==> src/rtl/serial_addsub_ctrl_pkg.sv <==
// Shared definitions for the bit-serial add/subtract sequencer: the default
// datapath width and the sequencer state encodings.
package serial_addsub_ctrl_pkg;

    localparam int DATA_WIDTH = 32;

    typedef enum logic [1:0] {
        SAS_IDLE = 2'b00,
        SAS_RUN  = 2'b01,
        SAS_FIN  = 2'b10
    } sas_state_t;

endpackage

==> src/rtl/serial_addsub_ctrl_full_adder.sv <==
// Single-bit full adder cell, purely combinational; the only arithmetic
// element of the serial sequencer.
module serial_addsub_ctrl_full_adder (
    input  logic a,
    input  logic b,
    input  logic ci,
    output logic s,
    output logic co
);

    assign s  = a ^ b ^ ci;
    assign co = (a & b) | (ci & (a ^ b));

endmodule

==> src/rtl/serial_addsub_ctrl.sv <==
// Bit-serial add/subtract sequencer: one shared full adder processes the
// operands LSB first over WIDTH cycles, yielding result, carry-out and overflow.
module serial_addsub_ctrl
    import serial_addsub_ctrl_pkg::*;
#(
    parameter int WIDTH = DATA_WIDTH,
    parameter int CNT_W = $clog2(WIDTH)
) (
    input  logic             CLK,
    input  logic             RST,
    input  logic             START,
    input  logic             OP,
    input  logic [WIDTH-1:0] A,
    input  logic [WIDTH-1:0] B,
    output logic [WIDTH-1:0] RESULT,
    output logic             CO,
    output logic             OVF,
    output logic             BUSY,
    output logic             DONE
);

    sas_state_t       state;
    logic [WIDTH-1:0] a_sh;
    logic [WIDTH-1:0] b_sh;
    logic             carry;
    logic             cmsb;
    logic [CNT_W-1:0] cnt;
    logic             fa_s;
    logic             fa_co;

    serial_addsub_ctrl_full_adder u_full_adder (
        .a  (a_sh[0]),
        .b  (b_sh[0]),
        .ci (carry),
        .s  (fa_s),
        .co (fa_co)
    );

    always_ff @(posedge CLK) begin
        if (!RST) begin
            state  <= SAS_IDLE;
            a_sh   <= '0;
            b_sh   <= '0;
            carry  <= 1'b0;
            cmsb   <= 1'b0;
            cnt    <= '0;
            RESULT <= '0;
            CO     <= 1'b0;
            OVF    <= 1'b0;
        end else begin
            case (state)
                SAS_IDLE: begin
                    if (START) begin
                        // Subtract as A + ~B + 1: invert B and seed the carry with OP.
                        a_sh   <= A;
                        b_sh   <= B ^ {WIDTH{OP}};
                        carry  <= OP;
                        cnt    <= '0;
                        RESULT <= '0;
                        CO     <= 1'b0;
                        OVF    <= 1'b0;
                        state  <= SAS_RUN;
                    end
                end
                SAS_RUN: begin
                    RESULT <= {fa_s, RESULT[WIDTH-1:1]};
                    a_sh   <= a_sh >> 1;
                    b_sh   <= b_sh >> 1;
                    carry  <= fa_co;
                    cnt    <= cnt + 1'b1;
                    if (cnt == CNT_W'(WIDTH - 2)) begin
                        cmsb <= fa_co;
                    end
                    if (cnt == CNT_W'(WIDTH - 1)) begin
                        CO    <= fa_co;
                        OVF   <= cmsb ^ fa_co;
                        state <= SAS_FIN;
                    end
                end
                SAS_FIN: begin
                    state <= SAS_IDLE;
                end
                default: begin
                    state <= SAS_IDLE;
                end
            endcase
        end
    end

    assign BUSY = (state == SAS_RUN);
    assign DONE = (state == SAS_FIN);

endmodule
==> config.mk <==
export PLATFORM = sky130hd
export DESIGN_NAME = serial_addsub_ctrl
export DESIGN_NICKNAME = d
export VERILOG_FILES = /design/src/rtl/serial_addsub_ctrl_pkg.sv /design/src/rtl/serial_addsub_ctrl_full_adder.sv /design/src/rtl/serial_addsub_ctrl.sv
export SDC_FILE = /design/constraint.sdc
export NUM_CORES = 1
export LEC_CHECK = 0
export ABC_CLOCK_PERIOD_IN_PS = 2150
export CAP_MARGIN = 30
export CORE_AREA = 3 3 79 137
export CTS_CLUSTER_DIAMETER = 120
export DETAILED_ROUTE_END_ITERATION = 6
export DIE_AREA = 0 0 82 140
export PLACE_DENSITY_LB_ADDON = 0.25
export SLEW_MARGIN = 25
export SYNTH_ARGS = -nofsm -noshare
export SYNTH_HDL_FRONTEND = slang
export SYNTH_HIERARCHICAL = 1
export SYNTH_SLANG_ARGS = --single-unit
==> constraint.sdc <==
create_clock -name CLK -period 2.15 [get_ports CLK]
set_clock_uncertainty 0.15 [all_clocks]
set_input_delay 0.645 -clock CLK [delete_from_list [all_inputs] [get_ports CLK]]
set_output_delay 0.645 -clock CLK [all_outputs]
set_load 0.02 [all_outputs]
==> Yosys cells after proc, flatten, opt, wreduce, memory -nomap -nowiden <==
Index checks and enable logic that the tools add are counted.
{ "totals": {"input_bits": 68, "mem_count": 0, "regBits": 107, "romBits": 0, "out_inout_bits": 36, "latch_bits": 0, "elab_cells": 47, "ram_bits": 0} }
{ "classes": {"n_eq_ne": 6, "reduce_logical": 6, "shift": 0, "muxes": 18, "addsub": 1, "n_mul": 0, "magnitude_cmp": 0, "bitwise": 7, "div_mod_pow": 0} }
{ "ops": {"columns": ["operator", "count"], "rows": [
  ["case mux 32 bit (2 select lines)", 3],
  ["2-to-1 mux 32 bit", 3],
  ["bitwise XOR 32 bit", 1],
  ["== test 5 bit (second input constant)", 2],
  ["case mux 5 bit (2 select lines)", 1],
  ["case mux 1 bit (2 select lines)", 3],
  ["AND reduction 2 bit", 3],
  ["adder 5 x 1 -> 5 bit (second input constant)", 1],
  ["2-to-1 mux 5 bit", 1],
  ["2-to-1 mux 1 bit", 4],
  ["2-to-1 mux 2 bit", 2],
  ["case mux 2 bit (2 select lines)", 1],
  ["AND reduction 3 bit", 1],
  ["bitwise XOR 1 bit", 3],
  ["AND 1 bit", 2],
  ["== test 2 x 1 -> 1 bit (second input constant)", 1],
  ["== test 2 bit (second input constant)", 1],
  ["zero test 2 bit", 1],
  ["!= test 2 x 1 -> 1 bit (second input constant)", 1],
  ["!= test 2 bit (second input constant)", 1],
  ["nonzero test 2 bit", 1],
  ["bitwise OR 1 bit", 1]
]} }

==> Depth between registers and ports, before layout <==
Gate-level depths: netlist of run 1.
{ "logic_depth": {"word_depth": 6, "ltp_mapped": 8} }

==> Modules after synthesis <==
The synthesis of run 1 kept the hierarchy.
{ "by_module_without_submodules": {"columns": ["module", "seq_area_each_um2", "area_each_um2", "cells_each", "n_inst"], "rows": [
  ["serial_addsub_ctrl", 2142.1, 4931.0, 522, 1],
  ["serial_addsub_ctrl_full_adder", 0.0, 20.0, 1, 1]
]} }

==> Worst setup path before layout of run 1 <==
Ideal clock, no wire load.
{ "synth_path": {"kind": "reg-to-output", "startpoint": "register state[1]", "endpoint": "output port DONE", "setup_slack_ns": 0.272, "arrival_time_ns": 1.083, "required_time_ns": 1.355, "stages_incl_launch_ff": 4, "path_buffers": 2, "cell_sequence": "dfxtp_1 buf_6 clkbuf_1 nor2b_1"} }
{ "synth_via": {"elab_chain_cells": 1} }
{ "synth_lines": {"columns": ["element", "line_no", "text"], "rows": [
  ["from (decl)", "serial_addsub_ctrl.sv:22", "sas_state_t state;"],
  ["from (signal assigned)", "serial_addsub_ctrl.sv:41", "state <= SAS_IDLE;"],
  ["from (signal assigned)", "serial_addsub_ctrl.sv:62", "state <= SAS_RUN;"],
  ["from (signal assigned)", "serial_addsub_ctrl.sv:77", "state <= SAS_FIN;"],
  ["== test 2 bit", "serial_addsub_ctrl.sv:91", "assign DONE = (state == SAS_FIN);"],
  ["to (decl)", "serial_addsub_ctrl.sv:19", "output logic DONE"]
]} }
No other way between the ends.

==> Final worst setup path of run 1 <==
{ "layout_path": {"startpoint": "register RESULT[17]", "endpoint": "output port RESULT[17]"} }
{ "layout_rtl": {"columns": ["element", "line_no", "text"], "rows": [
  ["from (decl)", "serial_addsub_ctrl.sv:15", "output logic [WIDTH-1:0] RESULT,"],
  ["from (signal assigned)", "serial_addsub_ctrl.sv:66", "RESULT <= {fa_s, RESULT[WIDTH-1:1]};"]
]} }
No word-level cell between the ends.

==> impl_results.md, run 1 <==
- Status: finished clean
- RD Place Congestion: 0.7769
- Die Y: 140 µm
- Netlist Area Pre-Place: 4951 µm²
- Hold Crit Class: register to register
- Max Fclk: 472.2 MHz
- Die X: 82 µm
- Final hold slack: 0.3069 ns
- Crit path buf inv count: 1
- TNS Setup: 0 ns
- Max incr delay on CP: 0.63 ns
- Post-synthesis net count: 595
- Seq cells post-synth: 107
- Clock slew seen by the registers of the worst setup and hold paths: 0.07 ns
- I/O pins: 104
- Final Hold Viols: 0
- Crit Path Max Fanout: 3
- Post-route ant nets: 0
- Async S/R FF share, synth: 0
- Commonest non-fill, non-tap cell in the layout: dfxtp_1
- Post-DP HPWL: 7.407 mm
- Arr. time, crit path: 1.32 ns
- Ant. Diodes: 0
- Setup CP Type: register to output port
- Ratio of cells with drive above 1 in the final layout: 0.1533
- Ys Warns: 6
- Grt ovf: 0
- Net count, final: 680
- Full die area: 11480 µm²
- Fillers: 846
- Initial core utilization: 0.5027
- Worst-skew pair later-pin latency: 0.34 ns
- Hold buffers post-CTS: 0
- DR pass1 iterations: 4
- IO Port Bufs: 103
- Max-Cap Viols: 0
- Largest delay share family, worst path: buffers and inverters
- Core area: 9849 µm²
- Fin. max-slew vios: 0
- Pwr Density: 706.3 nW/µm²
- Commonest cells after routing, fill and taps aside: 106 x dfxtp_1, 73 x clkdlybuf4s50_1, 68 x nor2b_1
- Final Critical Period: 2.118 ns
- Root Driver: clkbuf_16
- CTS H-tree lvls: 3
- R2R Path End: b_sh[27]$_SDFFE_PN0P_
- Reg2Reg Depth: 5
- Register Area: 2143 µm²
- Final setup viols: 0
- Initial antenna violation count: 0
- Cell leakage power: 2.812 nW
- DRC Markers: 0
- CP Capture Type: output port
- Mean Syn Cell Area: 9.467 µm²
- Largest net degree at the start of global routing: 70
- Routed wire length: 10.82 mm
- Worst Tran Pin Value: 0.4743 ns
- Vias in the first global route: 3853
- Critical Path Start Type: register
- Reg-to-Reg Start: state[0]$_SDFFE_PN0P_
- R2R setup slack: 0.42 ns
- Slew Limit Headroom: 0.6838
- Area delta synth->final: 31.24%
- Hold Path Sink: OVF$_SDFFE_PN0P_
- Multi-input gate area: 2486 µm²
- Worst vdd ir: 429.9 µV
- TritonCTS clock tree: done
- Hold Path Origin: OVF$_SDFFE_PN0P_
- Yosys cell types: 37
- CTS Buffer Depth: 2
- GRT Overall Usage: 0.1936
- Synth Flop Type: dfxtp_1
- EDFF count, synth: 0
- First-pass GRT wire length: 18.04 mm
- Crit-path slowest cell: clkdlybuf4s50_1
- Initial drt markers: 266
- Cells along the critical path: clkdlybuf4s50_1
- Total CTS buffers: 9
- Hold Path Depth: 2
- Crit path required time: 1.35 ns
- Sinks on Clock Net: 107
- WL/cell: 14.66 µm
- Via Count: 4063
- Seq/Total Area, Yosys: 0.4327
- Post-CTS Setup Bufs: 0
- Row count: 48
- Avg Vias per Cell: 5.505
- Mapped Cells: 523
- Crit share post-route: 0.9850
==> cell families (layout without fill, tap and decap cells) <==
logic type / Yosys count / in the layout / share of synthesized area
flops: 107 / 107 / 0.4327
fa+ha+maj: 4 / 4 / 0.01163
simple gates: 152 / 152 / 0.1602
xor+xnor: 33 / 33 / 0.05838
compound gates: 170 / 170 / 0.2679
buf+inv: 55 / 145 / 0.06520
mux: 2 / 2 / 0.004044
==> sequential cells by signal, indices dropped and copies added, names as in the netlist, 2 cells and up <==
signal and flops:
RESULT 32, a_sh 32, b_sh 32, cnt 5, state 2
==> cell type report <==
class,count,share of cell area
Multi-Input combinational cell,361,0.3826
Timing Repair Buffer,127,0.2145
Tap cell,125,0.02407
Clock buffer,11,0.03582
Sequential cell,107,0.3299
Clock inverter,5,0.01194
Inverter,2,0.001155
==> through the flow <==
stage / power [mW] / utilization / cell area [µm²] / worst slack [ns] / std cells
6_report: 4.589 / 0.6597 / 6497 / 0.03218 / 738
5_1_grt: 4.795 / 0.6597 / 6497 / -0.01657 / 738
4_1_cts: 4.640 / 0.6536 / 6437 / 0.0007144 / 738
3_5_place_dp: 2.937 / 0.6226 / 6132 / -0.07733 / 722
3_3_place_gp: 2.918 / 0.6226 / 6132 / -0.0001577 / 722
2_1_floorplan: 2.676 / - / 4951 / 0.2722 / 523
==> routing by layer <==
metal	up-vias	track usage	wire length [µm]
met5	-	0	0
met4	0	0.07968	255
met3	19	0.03089	472
met2	98	0.3177	5503
met1	1920	0.2477	4589
li1	2026	-	-
==> synth_stat cells (2+ instances only) <==
master    instances  share of area
o211ai_1          2         0.0030
a211oi_2         16          0.040
mux2i_1           2         0.0040
a211oi_1         15          0.023
buf_2            15          0.015
a21oi_1          34          0.034
nor2_1           63          0.048
xor2_1            2         0.0035
o21ai_0          31          0.031
buf_4             8          0.012
clkbuf_1         19          0.014
and3_1            4         0.0051
o221a_2          32          0.073
xnor2_1          31          0.055
a22oi_1          35          0.053
dfxtp_1         107           0.43
nor2b_1          68          0.086
buf_6             9          0.020
ha_1              3         0.0076
nand2b_1          2         0.0025
nand4_1           2         0.0025
nand2_1           7         0.0053
buf_1             2         0.0015
==> timing repair <==
action / in CTS / in global routing
resized for setup: 4 / 24
cloned: 0 / 0
hold endpoints to repair: 0 / 0
setup endpoints to repair: 4 / 24
==> worst max path at each step <==
stage | start | endpoint | slack (ns) | depth (start not counted)
after floorplan | state[1]$_SDFFE_PN0P_ | DONE | 0.27 | 3
after global placement | START | a_sh[11]$_SDFFE_PN0P_ | -0.0002 | 4
after detailed placement | START | a_sh[11]$_SDFFE_PN0P_ | -0.08 | 4
after CTS | RESULT[2]$_SDFFE_PN0P_ | RESULT[2] | 0.0007 | 1
after global routing | RESULT[19]$_SDFFE_PN0P_ | RESULT[19] | -0.02 | 1
final | RESULT[17]$_SDFFE_PN0P_ | RESULT[17] | 0.03 | 1
==> power by group <==
part           total, mW  internal, mW  leakage, nW  switching [mW]
clock network       1.70          1.02        0.150           0.685
registers           2.17          2.10        0.880          0.0647
logic              0.719         0.391         1.78           0.328
Note: power is estimated with default switching activity, not from simulation.
==> inputs of run 2 (changes only) <==
--- a/config.mk
+++ b/config.mk
@@ -5,12 +5,15 @@
 export SDC_FILE = /design/constraint.sdc
 export NUM_CORES = 1
 export LEC_CHECK = 0
-export ABC_CLOCK_PERIOD_IN_PS = 2150
+export ABC_CLOCK_PERIOD_IN_PS = 2340
 export CAP_MARGIN = 30
-export CORE_AREA = 3 3 79 137
+export CELL_PAD_IN_SITES_DETAIL_PLACEMENT = 1
+export CELL_PAD_IN_SITES_GLOBAL_PLACEMENT = 2
+export CORE_AREA = 3 3 91 157
 export CTS_CLUSTER_DIAMETER = 120
 export DETAILED_ROUTE_END_ITERATION = 6
-export DIE_AREA = 0 0 82 140
+export DIE_AREA = 0 0 94 160
+export DONT_BUFFER_PORTS = 1
 export PLACE_DENSITY_LB_ADDON = 0.25
 export SLEW_MARGIN = 25
 export SYNTH_ARGS = -nofsm -noshare
==> constraint.sdc (replaced) <==
create_clock -name CLK -period 2.34 [get_ports CLK]
set_clock_uncertainty 0.15 [all_clocks]
set_input_delay 0.702 -clock CLK [delete_from_list [all_inputs] [get_ports CLK]]
set_output_delay 0.702 -clock CLK [all_outputs]
set_load 0.02 [all_outputs]
==> run 2 against run 1 <==
Power is 10% lower. Global-route usage is 3.3 points lower. Routed wire length is 8.8% higher. Clock power hardly changed. Final area is 18% lower. Setup slack better by 0.33 ns. Sequential power is 8% lower. Critical endpoint is now DONE. Largest cell class unchanged. Largest power group unchanged. Highest routed layer unchanged.
==> impl_results.md, run 2 (synthesis results as in run 1) <==
- Final Core Density: 0.4065 (-0.2532)
- Commonest non-fill, non-tap cell in the layout: dfxtp_1
- Total CTS buffers: 9 (unchanged)
- Die X: 94 µm (+15%)
- Hold Path Depth: 2 (unchanged)
- Max Fclk: 505.9 MHz
- R2R setup slack: 0.63 ns (+0.21 ns)
- Final Hold Viols: 0 (unchanged)
- Row count: 55 (+15%)
- Routed wire length: 11.78 mm (+8.8%)
- Ant. Diodes: 0 (unchanged)
- Fin. max-slew vios: 0 (unchanged)
- Register Area: 2143 µm² (unchanged)
- Cell leakage power: 1.881 nW (-33%)
- CTS Buffer Depth: 2 (unchanged)
- TritonCTS clock tree: done
- Fillers: 1514 (+79%)
- Worst Tran Pin Value: 0.4105 ns (-0.06379 ns)
- Reg2Reg Depth: 5 (unchanged)
- Initial core utilization: 0.3787 (-0.1240)
- I/O pins: 104 (unchanged)
- Post-DP HPWL: 7.730 mm (+4.4%)
- CTS H-tree lvls: 3 (unchanged)
- Die Y: 160 µm (+14%)
- Combinational power share: 0.111 (-0.046)
- Crit Path Max Fanout: 5 (+2)
- Crit path required time: 1.49 ns (+0.14 ns)
- Ratio of cells with drive above 1 in the final layout: 0.1643 (+0.01098)
- Sinks on Clock Net: 107 (unchanged)
- Placed cell area: 4986 µm² (-19%)
- RD Place Congestion: 0.6990 (-10%)
- Core area: 13080 µm² (+33%)
- Post-CTS Setup Bufs: 0 (unchanged)
- Post-route ant nets: 0 (unchanged)
- DR pass1 iterations: 4 (unchanged)
- Net count, final: 566 (-17%)
- Via Count: 3682 (-9.4%)
- Vias in the first global route: 3874 (+0.55%)
- Slew Limit Headroom: 0.7264 (+0.04253)
- Hold Path Origin: b_sh[20]$_SDFFE_PN0P_
- Grt ovf: 0 (unchanged)
- Initial drt markers: 171 (-36%)
- Internal power: 3.155 mW (-10%)
- Commonest cells after routing, fill and taps aside: 106 x dfxtp_1, 68 x nor2b_1, 63 x nor2_1
- Arr. time, crit path: 1.12 ns (-0.20 ns)
- Full die area: 15040 µm² (+31%)
- Finished Cell Area: 5315 µm² (-18%)
- First-pass GRT wire length: 19.78 mm (+9.7%)
- Hold buffers post-CTS: 0 (unchanged)
- Reg-to-Reg Start: state[0]$_SDFFE_PN0P_
- Hold Path Sink: b_sh[20]$_SDFFE_PN0P_
- Final hold slack: 0.3464 ns (+0.03955 ns)
- Worst vdd ir: 373.1 µV (-13%)
- Inst Count DP: 654 (-9.4%)
- DRC Markers: 0 (unchanged)
- Final setup viols: 0 (unchanged)
- Critical Path Start Type: register
- Pwr Density: 775.2 nW/µm² (+9.8%)
- GRT Overall Usage: 0.1610 (-0.03263)
- TNS Setup: 0 ns (unchanged)
- CTS resizes: 0 (-4)
- Max-Cap Viols: 0 (unchanged)
- CP Capture Type: output port
- RSZ-0062 raised after global routing: false
- NetSw: 965.1 µW (-10%)
- Setup CP Type: register to output port
- Worst-skew pair later-pin latency: 0.34 ns (about the same)
- Avg Vias per Cell: 5.496 (-0.18%)
- Switching part of the total power: 0.2342 (-0.0006673)
- Biggest regs: RESULT: 32 flops, a_sh: 32 flops, b_sh: 32 flops
- Final Critical Period: 1.977 ns
- R2R Path End: cnt[1]$_SDFFE_PN0P_
- Root Driver: clkbuf_16
- Hold Crit Class: register to register
- IO Port Bufs: 0 (-100%)
- Multi-input gate area: 2486 µm² (unchanged)
- Share of power burned in the clock network: 0.404 (+0.033)
- Area delta synth->final: 7.354%
- WL/cell: 17.57 µm (+20%)
- Initial antenna violation count: 0 (unchanged)
- Largest net degree at the start of global routing: 111 (+59%)
- Post-Layout Cell Count: 670 (-9.2%)
- Clock slew seen by the registers of the worst setup and hold paths: 0.07 ns (about the same)
- Sequential share of power: 0.485 (+0.013)
- Status: finished clean
- Crit share post-route: 0.8448
-- run 2: cell types whose count changed in the layout (fill, tap and decap cells not counted), sizes merged --
cell,previous run,this run
clkdlybuf4s50,73,0
dlygate4sd2,4,0
dlymetal6s2s,24,0
buf,26,13
clkinv,2,1
clkbuf,11,12
-- run 2: power groups by stage --
stage	clock, mW	combinational (mW)	sequential (mW)
after detailed placement	0	0.466	2.04
final	1.67	0.458	2.00
after CTS	1.71	0.468	2.00
after global placement	0	0.454	2.04
after global routing	1.79	0.519	2.01
after floorplan	0	0.442	2.02
-- run 2: area by class of cell --
| type | instances | share of cell area |
|---|---|---|
| multi-input cells | 361 | 0.4677 |
| flip-flops and latches | 107 | 0.4032 |
| clock buffers | 12 | 0.04826 |
| well taps | 171 | 0.04025 |
| repair buffers | 13 | 0.02542 |
| clock inverters | 4 | 0.01365 |
| inverters | 2 | 0.001412 |
-- run 2: how the worst max path moves through the flow --
stage	from	end	slack, ns	depth (start not counted)
final	state[1]$_SDFFE_PN0P_	DONE	0.36	2
after global routing	state[1]$_SDFFE_PN0P_	DONE	0.29	2
after CTS	state[1]$_SDFFE_PN0P_	DONE	0.31	2
after detailed placement	START	b_sh[11]$_SDFFE_PN0P_	0.54	4
after global placement	START	b_sh[15]$_SDFFE_PN0P_	0.59	4
after floorplan	state[1]$_SDFFE_PN0P_	DONE	0.41	3
-- run 2: layer usage --
layer | vias up | global-route usage | share of wire
met1 | 1818 | 0.1991 | 0.43
li1 | 1788 | - | -
met5 | - | 0 | 0
met2 | 63 | 0.2734 | 0.51
met4 | 0 | 0.05523 | 0.017
met3 | 13 | 0.03393 | 0.044
-- run 2: metrics by stage --
step           total power, mW  setup slack [ns]
2_1_floorplan            2.459            0.4052
3_3_place_gp             2.490            0.5892
3_5_place_dp             2.506            0.5353
4_1_cts                  4.177            0.3120
5_1_grt                  4.323            0.2885
6_report                 4.120            0.3633
-- run 2: critical path: stages (launching register included) --
cell and delay, ns:
dfxtp_1 0.38, nor2b_1 0.23, buf_4 0.18
==> inputs of run 3 (changes only) <==
--- a/config.mk
+++ b/config.mk
@@ -5,14 +5,14 @@
 export SDC_FILE = /design/constraint.sdc
 export NUM_CORES = 1
 export LEC_CHECK = 0
-export ABC_CLOCK_PERIOD_IN_PS = 2340
+export ABC_CLOCK_PERIOD_IN_PS = 1600
 export CAP_MARGIN = 30
 export CELL_PAD_IN_SITES_DETAIL_PLACEMENT = 1
 export CELL_PAD_IN_SITES_GLOBAL_PLACEMENT = 2
-export CORE_AREA = 3 3 91 157
+export CORE_AREA = 3 3 94 164
 export CTS_CLUSTER_DIAMETER = 120
 export DETAILED_ROUTE_END_ITERATION = 6
-export DIE_AREA = 0 0 94 160
+export DIE_AREA = 0 0 97 167
 export DONT_BUFFER_PORTS = 1
 export PLACE_DENSITY_LB_ADDON = 0.25
 export SLEW_MARGIN = 25
==> constraint.sdc (replaced) <==
create_clock -name CLK -period 1.6 [get_ports CLK]
set_clock_uncertainty 0.15 [all_clocks]
set_input_delay 0.48 -clock CLK [delete_from_list [all_inputs] [get_ports CLK]]
set_output_delay 0.48 -clock CLK [all_outputs]
set_load 0.02 [all_outputs]
==> run 3 against run 2 <==
The flow now finishes with violations (negative setup slack). Flip-flop and latch count is the same. Power grew 54%. Core utilization grew 0.16 points. Global-route usage shrank 0.80 points. Critical path depth grew 1. Setup slack lost 0.43 ns. Final cell count grew 5.1%. Sequential power grew 46%. Worst hold slack lost 0.22 ns. First-iteration DRC count shrank 24%. Final area grew 9.8%. Routed wire length grew 8.6%.
==> impl_results.md, run 3 (synthesis results as in run 1) <==
- Max-Cap Viols: 0 (unchanged)
- Die X: 97 µm (+3.2%)
- Row count: 58 (+5.5%)
- Post-DP HPWL: 7.883 mm (+2.0%)
- Status: complete, but fails checks
- Crit Path Max Fanout: 4 (-1)
- Sinks on Clock Net: 107 (unchanged)
- Hold Crit Class: primary input to register
- GRT Overall Usage: 0.1530 (-0.007955)
- Biggest regs: RESULT: 32 flops, a_sh: 32 flops, b_sh: 32 flops
- IO Port Bufs: 0 (unchanged)
- WL/cell: 18.16 µm (+3.3%)
- Commonest cells after routing, fill and taps aside: 103 x dfxtp_1, 64 x nor2b_1, 63 x nor2_1
- Failing checks: negative setup slack
- Routed wire length: 12.78 mm (+8.6%)
- Fin. max-slew vios: 0 (unchanged)
- Cells along the critical path: nand2b_4 > inv_4 > buf_6
- DRC Markers: 0 (unchanged)
- Cell leakage power: 2.104 nW (+12%)
- Commonest non-fill, non-tap cell in the layout: dfxtp_1
- Final hold slack: 0.1217 ns (-0.2247 ns)
- TNS Setup: -0.1103 ns (-0.1103 ns)
- Ratio of cells with drive above 1 in the final layout: 0.2443 (+0.07995)
- Crit share post-route: 1.043
- CTS H-tree lvls: 3 (unchanged)
- Setup CP Type: register to output port
- CP Capture Type: output port
- Clock slew seen by the registers of the worst setup and hold paths: 0.07 ns (about the same)
- Vias in the first global route: 3965 (+2.3%)
- Pwr Density: 1089 nW/µm² (+40%)
- Via Count: 3833 (+4.1%)
- Final Hold Viols: 0 (unchanged)
- Crit-path slowest cell: dfxtp_4
- Area delta synth->final: 17.84%
- Largest net degree at the start of global routing: 111 (unchanged)
- Total CTS buffers: 9 (unchanged)
- Initial antenna violation count: 0 (unchanged)
- Placed cell area: 5102 µm² (+2.3%)
- Max Fclk: 599.2 MHz
- Overall Power: 6.354 mW (+54%)
- Arr. time, crit path: 1.04 ns (-0.08 ns)
- Final worst slack: -0.06899 ns (-0.4323 ns)
- Root Driver: clkbuf_16
- Grt ovf: 0 (unchanged)
- Multi-input gate area: 2577 µm² (+3.7%)
- Final Critical Period: 1.669 ns
- Fillers: 1596 (+5.4%)
- Worst-skew pair later-pin latency: 0.34 ns (about the same)
- Final Core Density: 0.4081 (+0.001597)
- Finished Cell Area: 5834 µm² (+9.8%)
- DR pass1 iterations: 4 (unchanged)
- Avg Vias per Cell: 5.445 (-0.93%)
- Slew Limit Headroom: 0.7882 (+0.06180)
- TritonCTS clock tree: done
- Core area: 14300 µm² (+9.3%)
- Ant. Diodes: 0 (unchanged)
- Worst vdd ir: 478.8 µV (+28%)
- Initial core utilization: 0.3463 (-0.03234)
- Die Y: 167 µm (+4.4%)
- Post-route ant nets: 0 (unchanged)
- Crit path required time: 0.97 ns (-0.52 ns)
- Critical Path Start Type: register
- Net count, final: 591 (+4.4%)
- First-pass GRT wire length: 20.53 mm (+3.8%)
- Worst Tran Pin Value: 0.3173 ns (-0.09314 ns)
- Register Area: 2152 µm² (+0.41%)
- RD Place Congestion: 0.7292 (+4.3%)
- RSZ-0062 raised after global routing: true
- I/O pins: 104 (unchanged)
- Max incr delay on CP: 0.36 ns (-0.02 ns)
- Final setup viols: 2 (+2)
- CTS Buffer Depth: 2 (unchanged)
- Initial drt markers: 130 (-24%)
- Full die area: 16200 µm² (+7.7%)
-- run 3: final timing paths --
check	start	to	slack, ns	depth (start not counted)
min reg2reg	b_sh[20]$_SDFFE_PN0P_	b_sh[20]$_SDFFE_PN0P_	0.34	2
max	state[1]$_SDFFE_PN0P_	BUSY	-0.07	3
max reg2reg	state[0]$_SDFFE_PN0P_	b_sh[14]$_SDFFE_PN0P_	0.01	7
min	RST	b_sh[31]$_SDFFE_PN0P_	0.12	1
-- run 3: cell type report --
type                    instances  share of cell area
clock buffers                  10             0.04096
clock inverters                 6             0.01909
inverters                       2            0.001716
multi-input cells             361              0.4418
flip-flops and latches        107              0.3689
well taps                     180             0.03860
repair buffers                 38             0.08900
-- run 3: power breakdown --
part | internal, mW | total, mW | switching [mW]
registers | 2.82 | 2.92 | 0.0937
clock network | 1.58 | 2.60 | 1.02
logic | 0.449 | 0.839 | 0.390
total | 4.85 | 6.35 | 1.51
-- run 3: worst max-delay path, delay by kind of cell (launching register included) --
kind | cells | cell delay [ns]
DFF | 1 | 0.36
and+or+nand+nor | 1 | 0.17
buffers and inverters | 2 | 0.17
-- run 3: metrics by stage --
stage               cells  worst slack (ns)
finish                704          -0.06899
global route          704           -0.1222
CTS                   696           -0.1028
detailed placement    671           0.05470
global placement      671            0.1208
floorplan             523          0.006327
-- run 3: timing repair --
item / 4_1_cts / 5_1_grt
hold buffers: 0 / 0
gates cloned: 2 / 3
setup buffers: 7 / 5
pin swaps: 1 / 2
endpoints found under the setup margin: 3 / 8
resized for setup: 11 / 19
-- run 3: layer usage --
layer  routed length, µm  vias up  track usage
met4                 208        0      0.04829
met1                5177     1899       0.1784
li1                    -     1845            -
met2                6834       75       0.2717
met5                   0        -            0
met3                 564       14      0.03940
